## src/rtl/flag_unit.sv

```systemverilog
// Architectural Z/V/N flag register, branch-condition evaluation and sticky halt.
// Sits after the ALU; flags update one cycle after a qualifying result.
module flag_unit #(
    parameter bit BYPASS = 1'b0,
    parameter int WIDTH  = 16
) (
    input  logic             clk,
    input  logic             rst_n,
    input  logic             alu_valid,
    input  logic             stall,
    input  logic [3:0]       opcode,
    input  logic [WIDTH-1:0] alu_result,
    input  logic             alu_ovfl,
    input  logic             br_valid,
    input  logic [2:0]       br_cond,
    output logic [2:0]       flags,
    output logic             br_taken,
    output logic             halted
);

    localparam logic [3:0] OP_ADD = 4'b0000;
    localparam logic [3:0] OP_SUB = 4'b0001;
    localparam logic [3:0] OP_XOR = 4'b0010;
    localparam logic [3:0] OP_SLL = 4'b0100;
    localparam logic [3:0] OP_SRA = 4'b0101;
    localparam logic [3:0] OP_ROR = 4'b0110;
    localparam logic [3:0] OP_HLT = 4'b1111;

    logic       upd;
    logic       write_all;
    logic       write_z;
    logic       result_zero;
    logic [2:0] flags_next;
    logic [2:0] flags_eff;
    logic       cond_met;

    assign upd         = alu_valid & ~stall & ~halted;
    assign result_zero = (alu_result == '0);

    always_comb begin
        write_all = 1'b0;
        write_z   = 1'b0;
        if (upd) begin
            case (opcode)
                OP_ADD, OP_SUB:                 write_all = 1'b1;
                OP_XOR, OP_SLL, OP_SRA, OP_ROR: write_z   = 1'b1;
                default: ;
            endcase
        end
    end

    // Flag layout is {Z,V,N}; logic ops only touch Z.
    always_comb begin
        flags_next = flags;
        if (write_all) begin
            flags_next = {result_zero, alu_ovfl, alu_result[WIDTH-1]};
        end else if (write_z) begin
            flags_next[2] = result_zero;
        end
    end

    assign flags_eff = (BYPASS && (write_all || write_z)) ? flags_next : flags;

    always_comb begin
        cond_met = 1'b0;
        case (br_cond)
            3'b000:  cond_met = ~flags_eff[2];
            3'b001:  cond_met = flags_eff[2];
            3'b010:  cond_met = ~flags_eff[2] & ~flags_eff[0];
            3'b011:  cond_met = flags_eff[0];
            3'b100:  cond_met = flags_eff[2] | (~flags_eff[2] & ~flags_eff[0]);
            3'b101:  cond_met = flags_eff[0] | flags_eff[2];
            3'b110:  cond_met = flags_eff[1];
            default: cond_met = 1'b1;
        endcase
    end

    assign br_taken = br_valid & ~halted & cond_met;

    always_ff @(posedge clk or negedge rst_n) begin
        if (!rst_n) begin
            flags  <= 3'b000;
            halted <= 1'b0;
        end else begin
            flags <= flags_next;
            if (upd && (opcode == OP_HLT)) begin
                halted <= 1'b1;
            end
        end
    end

endmodule

```

## config.mk

```make
export PLATFORM = sky130hd
export DESIGN_NAME = flag_unit
export DESIGN_NICKNAME = d
export VERILOG_FILES = /design/src/rtl/flag_unit.sv
export SDC_FILE = /design/constraint.sdc
export NUM_CORES = 1
export LEC_CHECK = 0
export CAP_MARGIN = 0
export CORE_AREA = 8 8 45 47
export DETAILED_ROUTE_END_ITERATION = 8
export DIE_AREA = 0 0 53 55
export DONT_BUFFER_PORTS = 1
export SYNTH_ARGS = -nofsm -noshare
export SYNTH_HDL_FRONTEND = slang
export SYNTH_SLANG_ARGS = --single-unit
```

## constraint.sdc

```tcl
create_clock -name clk -period 1.6 [get_ports clk]
set_clock_uncertainty 0.05 [all_clocks]
set_input_delay 0.32 -clock clk [delete_from_list [all_inputs] [get_ports clk]]
set_output_delay 0.32 -clock clk [all_outputs]
set_load 0.05 [all_outputs]
```

==> metrics, run 1 <==
antenna cells=0; clk root buf=clkbuf_4; Pleak=0.000168 uW; CP Launch Type=register; flops & latches, synth=4; Initial Utilization=approximately 23%; cells on worst reg2reg path=3; endpoint type of the worst setup path=primary output; Die X=about 53 um; TritonCTS clock tree=done; Synth Area per Inst=between 9 and 10 um^2; Total Routing Usage GR=under 10%; Final GP Congestion=0.648; Mapped Cells=32; Setup CP Type=register to primary output; final-report max-slew violation count=0; total gr overflow=0; Cell Area, Synth=312 um^2; outcome=complete, but fails checks; register area share after synthesis=32.1%; CP max-delay cell=dfrtp_2; Num CTS Buffers=3; crit-path max FO=5; initial antenna violation count=0; FP Rows=14; post-route ant nets=0; vias=approximately 300; H-tree depth=1; Ports=34; slowest stage delay, CP=0.42 ns; Final WS setup=-0.201 ns; critical-path cell list=nor2b_1 -> o21ai_1 -> a32oi_1 -> nor3b_4 -> buf_12; Filler cells=145; Max transition margin=81.3%; DP Area=about 390 um^2; r2r setup slk=0.39 ns; Layout Utilization=between 30 and 40%; vias per cell=roughly 5.1; final cell count without fillers=58; final setup fails=1; crit path capture=br_taken; final worst path period need=between 1.5 and 2 ns; fmax=0.555 GHz; Hold/Removal Path Class=input pin to register; final instance area=about 430 um^2; number of distinct library cells after synthesis=20; Worst Max-Slew Pin Slew=around 0.28 ns; worst hold slack=approximately 0.18 ns; RSZ-0062 raised after global routing=yes; post_cts resized=0; Crit. Startpoint=flags[0]; total wire length=954 um; Core ar.=between 1000 and 1500 um^2; first-pass GRT wire length=1.49 mm; max-capacitance violation count=0; WP data required=around 1.2 ns; fin nets=approximately 70; Worst R2R End=flags[1]; DP HPWL=about 890 um; Final Cycle Share=113%; layout cells sized above 1=a little over two fifths; Post-CTS Setup Inserts=0; vias in the first global route=roughly 370; Area Overhead vs Synth=37.3%; failing checks=setup timing; DR DRC count=0; Synth Warn #=0; CTS Sinks=4; dpl cells=53; Data arrival, critical path=between 1 and 1.5 ns; Hold Fails Final Rpt=0; Worst-path clk slew=around 0.040 ns; Net Count, Synth=61; initial DRC count=3; pwr dens=1110 nW/um^2; Critical R2R Launch=halted; die area=between 2000 and 3000 um^2; largest net degree at the start of global routing=7; Die Span Y=around 55 um; Peak supply drop=approximately 0.38 mV; worst skew pair latency=roughly 0.23 ns; Avg WL per Cell=between 15 and 20 um; Port Buffers=0; deepest clock path buffer count=2; drt first pass iters=2
-- power by group --
| part | internal [uW] | switching (uW) | total [uW] |
|---|---|---|---|
| sequential | 123 | 23.0 | 146 |
| combinational | 77.9 | 117 | 195 |
| clock | 93.6 | 41.3 | 135 |
-- cells by family (layout without fill, tap and decap cells) --
| family | after synthesis | after routing | synth area share [%] |
|---|---|---|---|
| and+or+nand+nor | 17 | 17 | 38.1 |
| muxes | 3 | 3 | 12.9 |
| AOI/OAI and AO/OA | 6 | 6 | 14.5 |
| DFF | 4 | 4 | 32.1 |
| buffers and inverters | 2 | 12 | 2.41 |
-- state kept, by name (all words and copies together) (netlist names) --
| name | count |
|---|---|
| flags | 3 |
| halted | 1 |
-- layout make-up --
type	count	area, um^2	share of cell area, %
flip-flops and latches	4	104	24.3
well taps	16	20.0	4.68
clock buffers	4	26.3	6.14
multi-input cells	26	210	49.1
inverters	2	7.51	1.75
repair buffers	6	60.1	14.0
-- worst min path at each step --
stage | start | to | slack, ns | cells after the start
2_1_floorplan | rst_n | flags[0] | -0.03 | 0
3_3_place_gp | rst_n | halted | -0.03 | 0
3_5_place_dp | rst_n | halted | -0.03 | 0
4_1_cts | alu_ovfl | flags[1] | 0.17 | 1
5_1_grt | alu_ovfl | flags[1] | 0.16 | 1
6_report | alu_result[15] | flags[0] | 0.18 | 1
-- metal layers --
| metal | part of all wire (%) | up-vias | track usage, % |
|---|---|---|---|
| li1 | - | 142 | - |
| met1 | 34 | 131 | 5.50 |
| met2 | 51 | 24 | 12.3 |
| met3 | 15 | 0 | 4.55 |
| met4 | 0 | 0 | 6.47 |
| met5 | 0 | - | 0 |
-- synth_stat cells --
cell type | n | area, um^2
nor2b_1 | 2 | 12.5
mux2_4 | 2 | 30.0
a22oi_1 | 1 | 7.51
a32oi_1 | 1 | 8.76
nor3_4 | 1 | 16.3
nor3b_2 | 1 | 12.5
dfrtp_1 | 4 | 100
nor4_1 | 4 | 25.0
nand2_2 | 1 | 6.26
inv_1 | 2 | 7.51
nand3_1 | 1 | 5.00
a21boi_2 | 1 | 11.3
nand2_1 | 1 | 3.75
o21ai_1 | 1 | 5.00
o21bai_1 | 1 | 7.51
nor2_1 | 3 | 11.3
a21oi_1 | 1 | 5.00
mux2i_1 | 1 | 10.0
nand2b_4 | 1 | 13.8
nand4_1 | 2 | 12.5
-- cells in the final DEF (no fill, tap or decap), types with 2 or more instances in the layout --
| cell type | instances |
|---|---|
| buf_4 | 4 |
| nor4_1 | 4 |
| nand4_1 | 2 |
| clkbuf_4 | 3 |
| inv_1 | 2 |
| nor2b_1 | 2 |
| dfrtp_2 | 3 |
| mux2_4 | 2 |
| nor2_1 | 3 |
-- worst max-delay path: cells and delay by family (launching register included) --
family	cells	cell delay (ns)
AOI/OAI and AO/OA	2	0.25
buffers and inverters	1	0.16
DFF	1	0.42
and+or+nand+nor	2	0.36
-- stage by stage --
stage | power [uW] | setup TNS (ns) | setup WS, ns
2_1_floorplan | 284 | -0.209 | -0.209
3_3_place_gp | 339 | 0 | 0.0409
3_5_place_dp | 341 | 0 | 0.0150
4_1_cts | 484 | -0.223 | -0.223
5_1_grt | 508 | -0.299 | -0.299
6_report | 476 | -0.201 | -0.201
-- what timing repair did --
action                     CTS  global route
pin swaps                    1             0
setup endpoints to repair    1             1
hold buffers                 1             0
hold endpoints to repair     4             0
(Power assumes the default switching activity.)
==> run 2, diff against run 1 <==
Settings changed: CTS_CLUSTER_SIZE set to 10.
==> results of run 2 <==
Final layout, timing and power as in run 1 (identical DEF).
